==> src/rtl/piso_serializer.sv <==
// Parallel-in/serial-out serializer: one-entry holding register feeding a shift
// register that emits one bit per bit_en strobe, with frame markers and optional gap.
module piso_serializer #(
  parameter int WIDTH     = 12,
  parameter bit MSB_FIRST = 1'b0,
  parameter int GAP_BITS  = 0
) (
  input  logic             clk,
  input  logic             rst_n,
  input  logic             clr,
  input  logic             bit_en,
  input  logic [WIDTH-1:0] in_data,
  input  logic             in_valid,
  output logic             in_ready,
  output logic             serial_out,
  output logic             serial_valid,
  output logic             frame_start,
  output logic             frame_last,
  output logic             busy,
  output logic [WIDTH-1:0] shreg
);

  localparam int CW = $clog2(WIDTH);
  localparam logic [CW-1:0] LAST_BIT = CW'(WIDTH - 1);
  localparam logic [7:0]    GAP_LAST = 8'((GAP_BITS > 0) ? (GAP_BITS - 1) : 0);
  localparam bit            HAS_GAP  = (GAP_BITS > 0);

  localparam logic [1:0] ST_IDLE  = 2'd0;
  localparam logic [1:0] ST_SHIFT = 2'd1;
  localparam logic [1:0] ST_GAP   = 2'd2;

  logic [1:0]       state;
  logic [WIDTH-1:0] hold;
  logic             hold_valid;
  logic [CW-1:0]    bit_cnt;
  logic [7:0]       gap_cnt;

  logic             accept;
  logic             last_bit;
  logic             load;
  logic             out_bit;
  logic [WIDTH-1:0] shifted;

  assign in_ready = !hold_valid;
  assign busy     = (state != ST_IDLE) || hold_valid;
  assign accept   = in_valid && !hold_valid;
  assign last_bit = (bit_cnt == LAST_BIT);

  // Two load points: from IDLE, or chained on the final strobe of a frame when
  // no gap is configured so back-to-back words stream without a bubble.
  always_comb begin
    load = 1'b0;
    if (hold_valid) begin
      if (state == ST_IDLE)
        load = 1'b1;
      else if ((state == ST_SHIFT) && bit_en && last_bit && !HAS_GAP)
        load = 1'b1;
    end
  end

  always_comb begin
    if (MSB_FIRST) begin
      out_bit = shreg[WIDTH-1];
      shifted = {shreg[WIDTH-2:0], 1'b0};
    end else begin
      out_bit = shreg[0];
      shifted = {1'b0, shreg[WIDTH-1:1]};
    end
  end

  always_ff @(posedge clk or negedge rst_n) begin
    if (!rst_n) begin
      state        <= ST_IDLE;
      hold         <= '0;
      hold_valid   <= 1'b0;
      shreg        <= '0;
      bit_cnt      <= '0;
      gap_cnt      <= '0;
      serial_out   <= 1'b0;
      serial_valid <= 1'b0;
      frame_start  <= 1'b0;
      frame_last   <= 1'b0;
    end else if (clr) begin
      state        <= ST_IDLE;
      hold         <= '0;
      hold_valid   <= 1'b0;
      shreg        <= '0;
      bit_cnt      <= '0;
      gap_cnt      <= '0;
      serial_out   <= 1'b0;
      serial_valid <= 1'b0;
      frame_start  <= 1'b0;
      frame_last   <= 1'b0;
    end else begin
      serial_valid <= 1'b0;
      frame_start  <= 1'b0;
      frame_last   <= 1'b0;

      if (accept) begin
        hold       <= in_data;
        hold_valid <= 1'b1;
      end

      case (state)
        ST_IDLE: begin
          if (hold_valid) state <= ST_SHIFT;
        end
        ST_SHIFT: begin
          if (bit_en) begin
            serial_out   <= out_bit;
            serial_valid <= 1'b1;
            frame_start  <= (bit_cnt == '0);
            frame_last   <= last_bit;
            shreg        <= shifted;
            bit_cnt      <= bit_cnt + 1'b1;
            if (last_bit) begin
              if (HAS_GAP) begin
                state   <= ST_GAP;
                gap_cnt <= '0;
              end else if (!hold_valid) begin
                state <= ST_IDLE;
              end
            end
          end
        end
        ST_GAP: begin
          if (bit_en) begin
            gap_cnt <= gap_cnt + 1'b1;
            if (gap_cnt == GAP_LAST) state <= ST_IDLE;
          end
        end
        default: state <= ST_IDLE;
      endcase

      // Placed after the state update so a chained load overrides the shift.
      if (load) begin
        shreg      <= hold;
        bit_cnt    <= '0;
        hold_valid <= 1'b0;
      end
    end
  end

endmodule

==> config.mk <==
export PLATFORM = sky130hd
export DESIGN_NAME = piso_serializer
export DESIGN_NICKNAME = d
export VERILOG_FILES = /design/src/rtl/piso_serializer.sv
export SDC_FILE = /design/constraint.sdc
export NUM_CORES = 1
export LEC_CHECK = 0
export ABC_CLOCK_PERIOD_IN_PS = 2400
export CORE_ASPECT_RATIO = 1.2
export CORE_MARGIN = 10
export CORE_UTILIZATION = 30
export DETAILED_ROUTE_END_ITERATION = 16
export GPL_TIMING_DRIVEN = 0
export HOLD_SLACK_MARGIN = 0.15
export SLEW_MARGIN = 20
export SYNTH_ARGS = -nofsm -noshare
export SYNTH_HDL_FRONTEND = slang
export SYNTH_SLANG_ARGS = --single-unit
==> constraint.sdc <==
create_clock -name clk -period 2.4 [get_ports clk]
set_input_delay 0.48 -clock clk [delete_from_list [all_inputs] [get_ports clk]]
set_output_delay 0.48 -clock clk [all_outputs]
set_load 0.005 [all_outputs]
## After elaboration in Yosys (flattened, before gate mapping)

Cells that the tools add are included.

- $add $sub $neg: 2
- Equal/unequal tests: 9
- Multiplexer cells: 39
- Reductions and logical operators: 20

Operator list:

| kind | count |
|---|---|
| 12-bit two-way mux | 6 |
| 8-bit two-way mux | 3 |
| 1-bit two-way mux | 18 |
| 3-bit inequality test, second input constant | 6 |
| 4-bit two-way mux | 4 |
| 2-bit two-way mux | 7 |
| 2-bit nonzero test | 5 |
| 3-bit nonzero test | 3 |
| 8-bit by 1-bit adder with 8-bit output, second input constant | 1 |
| 8-bit logical NOT | 1 |
| 2-bit case mux with 3 select lines | 1 |
| 2-bit AND reduction | 3 |
| 6-bit AND reduction | 1 |
| 4-bit by 1-bit adder with 4-bit output, second input constant | 1 |
| 4-bit equality test, second input constant | 1 |
| 4-bit logical NOT | 1 |
| 1-bit logical AND | 3 |
| 2-bit by 1-bit equality test with 1-bit output, second input constant | 1 |
| 2-bit equality test, second input constant | 1 |
| 2-bit logical NOT | 1 |
| 1-bit logical NOT | 1 |
| 1-bit logical OR | 1 |

- Bits in registers: 43
- Input port bits: 17
- Output and inout bits: 18
- Word-level logic and storage cells: 80

## Longest topological paths before layout

Gate-level depths: netlist of run 1.

- Depth in word-level cells: 8
- Mapped depth: 7
- Gate-level depth less buffers: 5

## Worst setup path before layout of run 1

Ideal clock, no wire load.

- Path type: register to register
- From: reg bit_cnt[0]
- To: reg shreg[0]
- Library setup time: 119 ps
- Arrival: 1,480 ps
- Data required time: 2,281 ps
- Path slack: 801 ps
- Stages on the path, launching flop included: 7
- Path buffers: 1
- Path through: dfrtp_1 > ha_1 > nand4b_1 > a21oi_4 > buf_6 > mux2i_1 > o21ai_2

- Longest elaborated chain between the ends: 7
- Elaborated cells on any way between the ends: 10
- Classes of those cells: 1 x eq/ne; 5 x mux; 4 x reduce/logical

RTL lines:

| item | RTL line | text |
|---|---|---|
| start, declared | 35 | `logic [CW-1:0] bit_cnt;` |
| start signal, assigned | 115 | `bit_cnt <= bit_cnt + 1'b1;` |
| 4-bit equality test * | 47 | `assign last_bit = (bit_cnt == LAST_BIT);` |
| 1-bit logical AND * | 56 | `else if ((state == ST_SHIFT) && bit_en && last_bit && !HAS_GAP)` |
| 1-bit two-way mux * | 56 |  |
| 1-bit two-way mux * | 54 | `if (state == ST_IDLE)` |
| 1-bit two-way mux * | 53 | `if (hold_valid) begin` |
| 3-bit nonzero test (no source line) / 12-bit two-way mux (equally long branches) | n/a |  |
| 2-bit AND reduction (no source line) / 12-bit two-way mux (equally long branches) | n/a |  |
| end signal, assigned | 114 | `shreg <= shifted;` |
| end signal, assigned | 137 | `shreg <= hold;` |
| end, declared | 20 | `output logic [WIDTH-1:0] shreg` |

Every way passes the cells marked *; elsewhere a longest branch is shown, timed or not.
A chain may end at the register's enable or synchronous reset.

## Final worst setup path of run 1

- From: reg state[0]
- To: out busy

- Longest elaborated chain between the ends: 2

RTL lines:

| item | RTL line | text |
|---|---|---|
| start, declared | 32 | `logic [1:0] state;` |
| start signal, assigned | 73 | `state <= ST_IDLE;` |
| start signal, assigned | 84 | `state <= ST_IDLE;` |
| start signal, assigned | 106 | `if (hold_valid) state <= ST_SHIFT;` |
| 2-bit nonzero test | 45 | `assign busy = (state != ST_IDLE) \|\| hold_valid;` |
| 1-bit logical OR | 45 |  |
| end, declared | 19 | `output logic busy,` |

Every way passes these cells.

==> metrics.yaml, run 1 <==
sta:
  final_max_slew_viol_count: 0
  whs_ns: 0.514
  finalHoldViolCount: 0
  slew_headroom: 0.646
  fin_setup_tns_ns: 0
  worst_slew_pin_slew_ns: 0.531
  fin_ws_ns: 0.456
  period_share: 0.810
  min_period_ns: 1.94
  max_freq_ghz: 0.514
  rsz0062_at_grt: "false"
  setup_viol: 0
  fin_skew_ns: 0.00649
critical_path:
  cp-start-kind: "flop"
  critPathKind: "reg2out"
  cp_data_required_time_ns: 1.92
  end_kind: "output port"
  arrival_ns: 1.46
  crit_fanout: 8
  r2r_slack_ns: 0.58
global_routing:
  grt.overflow.total: 0
  grt.total_usage: 0.0900
  met1_usage: 0.106
  gr-usage-met3: 0.0457
  grt_pass1_wl_mm: 6.18
  antenna_found_initial: 0
  met2_usage: 0.138
  grt_max_degree: 20
  grt_pass1_vias: 1291
  top_usage_layer: "met2"
place:
  place_congestion: 0.718
  hpwl_mm: 2.70
  io_buffer_count: 34
  post-place-ws_ns: 0.188
cells_and_area:
  layout.nets: 216
  diodes: 0
  fillers: 511
  area_growth_pct: 34.4
  final_layout_size_suffix_gt1_frac: 0.141
  ff_latch_area_um2: 851
  multi_input_area_um2: 641
logic_synthesis:
  synth-edff-count: 0
  postSynthCellCount: 154
  synth.yosys.seq_area_share: 0.543
  synth_top_cell_by_area: "dfrtp_1"
  ys_seq_elements: 34
  synth_fp_nets: 173
  synthTopCellsByArea: "dfrtp_1, nand2_1, mux2i_1"
  synth_area_per_cell_um2: 10.2
  synthFlopType: "dfrtp_1"
  synth.most_common_cell: "nand2_1"
  synth-async-reset-ratio: 1.00
  synth_top_area_frac: 0.543
  synth_cell_types: 28
  syn_area_um2: 1570
  ys_warn_count: 0
  yosys-top-cells-count: "nand2_1, dfrtp_1, a21oi_1, mux2i_1, o21ai_2"
die:
  dieArea_um2: 8530
  die_x_um: 86.0
  die_y_um: 99.2
  core-area_um2: 5010
  io_pins: 35
  fp-row-count: 28
  initial_utilization: 0.313
power:
  power.density_nw_per_um2: 588
  leakagePower_uw: 0.000907
  vdd_ir_drop_max_mv: 0.262
  power_uw: 1240
cts:
  tritoncts: "built"
  cts_buffer_depth: 2
  htreeDepth: 2
  postCtsSetupBuffers: 0
  clkLatencyLatePin_ns: 0.28
  cts_resized: 0
  cts.clk_slew.worst_paths_ns: 0.07
  numCtsBuffers: 5
  cts.sinks: 34
  cts_root_buffer: "clkbuf_8"
detailed_routing:
  avgRoutedWirePerCell_um: 14.2
  final_antenna_net_count: 0
  wl_mm: 3.66
  drc: 0
  drt_iter0_drc: 45
  dr.pass1.iters: 4
  num_vias: 1203
  via_per_inst: 4.66
flow_run:
  max_cap_violations: 0
min_path:
  hold_class: "reg2reg"
status:
  status: "finished, final reports clean"
-- timing repair --
action | CTS | global route
endpoints found under the setup margin | 0 | 0
endpoints found under the hold margin | 15 | 0
hold buffers | 1 | 0
-- metrics by stage --
step | util | area (um^2) | instances
after floorplan | - | 1570 | 154
after global placement | 0.396 | 1980 | 248
after detailed placement | 0.400 | 2010 | 249
after CTS | 0.421 | 2110 | 258
after global routing | 0.421 | 2110 | 258
final | 0.421 | 2110 | 258
-- cell usage in the layout (no fill, tap or decap) --
cell              n
or2_4             1
a21oi_1          16
clkdlybuf4s50_1  33
buf_2             2
nor4_1            2
o211a_1           1
o21ai_2          10
or2_2             1
o21ai_0           2
mux2_2            1
nand4b_1          1
inv_2             1
a21o_1            1
buf_16            1
nand3_1           3
nor2_1            5
nand2_1          41
ha_1              2
clkbuf_1          6
clkinv_2          1
buf_6             3
nor4bb_1          1
mux2i_1          11
a22o_1            2
a21oi_4           1
clkbuf_8          6
dfrtp_1          34
and2b_1           1
a22oi_1           1
inv_1             4
a32o_1            1
nor2b_1           1
dlygate4sd3_1     1
-- cell type report --
| class | instances | share of cell area |
|---|---|---|
| Buffer | 9 | 0.0273 |
| Multi-Input combinational cell | 106 | 0.304 |
| Inverter | 5 | 0.00891 |
| Sequential cell | 34 | 0.404 |
| Timing Repair Buffer | 36 | 0.177 |
| Clock buffer | 7 | 0.0410 |
| Tap cell | 60 | 0.0356 |
| Clock inverter | 1 | 0.00238 |
-- cell families (layout without fill, tap and decap cells) --
logic type	count (synthesis)	after routing	share of synthesized area
fa+ha+maj	2	2	0.0160
mux	12	12	0.0774
buf+inv	14	58	0.0487
simple gates	57	57	0.158
compound gates	35	35	0.157
flops	34	34	0.543
-- where the power goes --
part	switching, uW	internal, uW	total [uW]	leakage, uW
clock network	205	231	436	0.0000482
registers	19.3	599	618	0.000464
logic	93.3	91.3	185	0.000395
-- metal layers --
metal / up-vias / part of all wire
met5: - / 0
li1: 606 / -
met4: 0 / 0.0068
met3: 4 / 0.077
met1: 564 / 0.46
met2: 29 / 0.45
-- registers in the layout, summed over array words and instances, names as in the netlist --
signal	count
shreg	12
serial_out	1
hold	12
serial_valid	1
state	1
bit_cnt	4
frame_last	1
hold_valid	1
frame_start	1
-- critical path, stage by stage, from the launching register on --
cell	delay [ns]
dfrtp_1	0.36
buf_2	0.17
nor2_1	0.16
inv_1	0.05
clkdlybuf4s50_1	0.44
-- final timing paths --
| path | from | endpoint | cells after the start |
|---|---|---|---|
| worst min register to register | shreg[7] | shreg[7] | 2 |
| worst max register to register | bit_cnt[0] | shreg[8] | 6 |
| max in group asynchronous | rst_n | hold[6] | 3 |
| worst min-delay path | shreg[7] | shreg[7] | 2 |
| min in group asynchronous | rst_n | frame_last | 2 |
| worst max-delay path | state[0] | busy | 4 |
(Power assumes the default switching activity.)
==> run 2: changes to the inputs <==
--- a/config.mk
+++ b/config.mk
@@ -5,7 +5,7 @@
 export SDC_FILE = /design/constraint.sdc
 export NUM_CORES = 1
 export LEC_CHECK = 0
-export ABC_CLOCK_PERIOD_IN_PS = 2400
+export ABC_CLOCK_PERIOD_IN_PS = 1600
 export CORE_ASPECT_RATIO = 1.2
 export CORE_MARGIN = 10
 export CORE_UTILIZATION = 30
==> constraint.sdc (replaced) <==
create_clock -name clk -period 1.6 [get_ports clk]
set_input_delay 0.32 -clock clk [delete_from_list [all_inputs] [get_ports clk]]
set_output_delay 0.32 -clock clk [all_outputs]
set_load 0.005 [all_outputs]
==> metrics.yaml, run 2 (synthesized netlist as in run 1, its figures left out) <==
cells_and_area:
  layout_commonest_cell: "nand2_1"
  ff_latch_area_um2: 853  # +0.29%
  final_cell_mix: "nand2_1, dfrtp_1, clkdlybuf4s50_1, a21oi_1, o21ai_2"
  final_layout_size_suffix_gt1_frac: 0.229  # +0.0879
  reg_top3: "hold x12, shreg x12, bit_cnt x4"
  instances_no_fill: 265  # +2.7%
  layout.nets: 223  # +3.2%
  area_growth_pct: 41.5
  fillers: 491  # -3.9%
  multi_input_area_um2: 681  # +6.3%
  diodes: 0  # unchanged
  final_util: 0.443  # +0.0222
die:
  fp-row-count: 28  # unchanged
  dieArea_um2: 8530  # unchanged
  die_x_um: 86.0  # unchanged
  core-area_um2: 5010  # unchanged
  die_y_um: 99.2  # unchanged
  io_pins: 35  # unchanged
  initial_utilization: 0.313  # unchanged
cts:
  cts.clk_slew.worst_paths_ns: 0.07  # about the same
  clkLatencyLatePin_ns: 0.29  # about the same
  tritoncts: "built"
  cts.sinks: 34  # unchanged
  cts_buffer_depth: 2  # unchanged
  cts_root_buffer: "clkbuf_8"
  htreeDepth: 2  # unchanged
  numCtsBuffers: 5  # unchanged
detailed_routing:
  dr.pass1.iters: 4  # unchanged
  num_vias: 1231  # +2.3%
  final_antenna_net_count: 0  # unchanged
  wl_mm: 3.80  # +3.8%
  via_per_inst: 4.65  # -0.38%
  drc: 0  # unchanged
  avgRoutedWirePerCell_um: 14.3  # +1.1%
  drt_iter0_drc: 53  # +18%
sta:
  whs_ns: 0.393  # -0.122 ns
  fin_skew_ns: 0.00737  # +0.000883 ns
  rsz0062_at_grt: "true"
  setup_viol: 0  # unchanged
  period_share: 0.999
  min_period_ns: 1.60
  worst_slew_pin_slew_ns: 0.500  # -0.0314 ns
  final_max_slew_viol_count: 0  # unchanged
  max_freq_ghz: 0.626
  finalHoldViolCount: 0  # unchanged
  slew_headroom: 0.667  # +0.0209
global_routing:
  grt_pass1_wl_mm: 6.30  # +1.9%
  grt_pass1_vias: 1311  # +1.5%
  grt_max_degree: 20  # unchanged
  antenna_found_initial: 0  # unchanged
  grt.overflow.total: 0  # unchanged
  grt.total_usage: 0.0917  # +0.00169
place:
  place_congestion: 0.718  # unchanged
  io_buffer_count: 34  # unchanged
  dp.cells: 249  # unchanged
  hpwl_mm: 2.70  # unchanged
critical_path:
  path_delay_family: "flip-flops"
  startpoint: "bit_cnt[1]"
  max_stage_delay_ns: 0.37  # -0.07 ns
  critPathKind: "reg2reg"
  r2r_slack_ns: 0.002  # -0.58 ns
  path_cells: "ha_2 -> nand4b_1 -> a21oi_4 -> buf_8 -> mux2i_4 -> o21ai_2"
  reg2reg_depth: 6  # unchanged
  r2r_end: "shreg[8]"
  cp_data_required_time_ns: 1.77  # -0.15 ns
  arrival_ns: 1.77  # +0.31 ns
  end_kind: "flop"
  r2r-start: "bit_cnt[1]"
  cp-start-kind: "flop"
  crit_fanout: 10  # +2
  path_buf_inv: 1  # -2
  cp_slowest_cell: "dfrtp_1"
power:
  vdd_ir_drop_max_mv: 0.393  # +50%
  leakagePower_uw: 0.000961  # +6.0%
  power_uw: 1900  # +53%
  power.density_nw_per_um2: 855  # +45%
min_path:
  min_to: "serial_out"
  min_path_cells: 3  # +1
  hold_class: "in2reg"
  min_from: "bit_en"
status:
  status: "finished, final reports clean"
flow_run:
  max_cap_violations: 0  # unchanged
==> run 2: per-layer routing <==
layer | up-vias | part of all wire | GRT usage
met5 | - | 0 | 0
met4 | 0 | 0.0068 | 0.0305
met3 | 3 | 0.085 | 0.0457
met2 | 33 | 0.47 | 0.140
met1 | 577 | 0.44 | 0.109
li1 | 618 | - | -
==> run 2: area by class of cell <==
class                   instances  share of cell area
flip-flops and latches         34               0.385
multi-input cells             106               0.307
repair buffers                 44               0.197
clock buffers                   7              0.0389
well taps                      60              0.0338
plain buffers                   8              0.0271
inverters                       5             0.00959
clock inverters                 1             0.00226
==> run 2: worst max path at each step <==
stage,end,cells past startpoint
global placement,shreg[8],1
detailed placement,shreg[0],6
global route,shreg[3],6
finish,shreg[8],6
CTS,shreg[5],6
floorplan,shreg[0],6
==> run 2: per-stage QoR <==
stage               area [um^2]  setup slack (ns)  setup TNS (ns)
finish                     2220           0.00165               0
global route               2220           -0.0705          -0.528
CTS                        2170          -0.00171        -0.00171
detailed placement         2010            -0.452          -10.34
global placement           1980            -0.554          -29.14
floorplan                  1570          0.000973               0
==> run 2: repair_timing <==
action                                 CTS  global route
hold buffers                             1             0
endpoints found under the hold margin   15             0
resized for setup                       13             8
setup buffers                            5             3
pin swaps                                1             2
setup endpoints to repair               26            25
==> run 2: power by group <==
part | switching, uW | internal (uW) | leakage (uW)
Clock | 308 | 347 | 0.0000482
Combinational | 152 | 160 | 0.000452
Sequential | 29.6 | 899 | 0.000461
==> run 2: worst reg2reg max path, stage by stage, from the launching register on <==
cell,delay (ns)
dfrtp_1,0.37
ha_2,0.20
nand4b_1,0.19
a21oi_4,0.24
buf_8,0.19
mux2i_4,0.24
o21ai_2,0.06
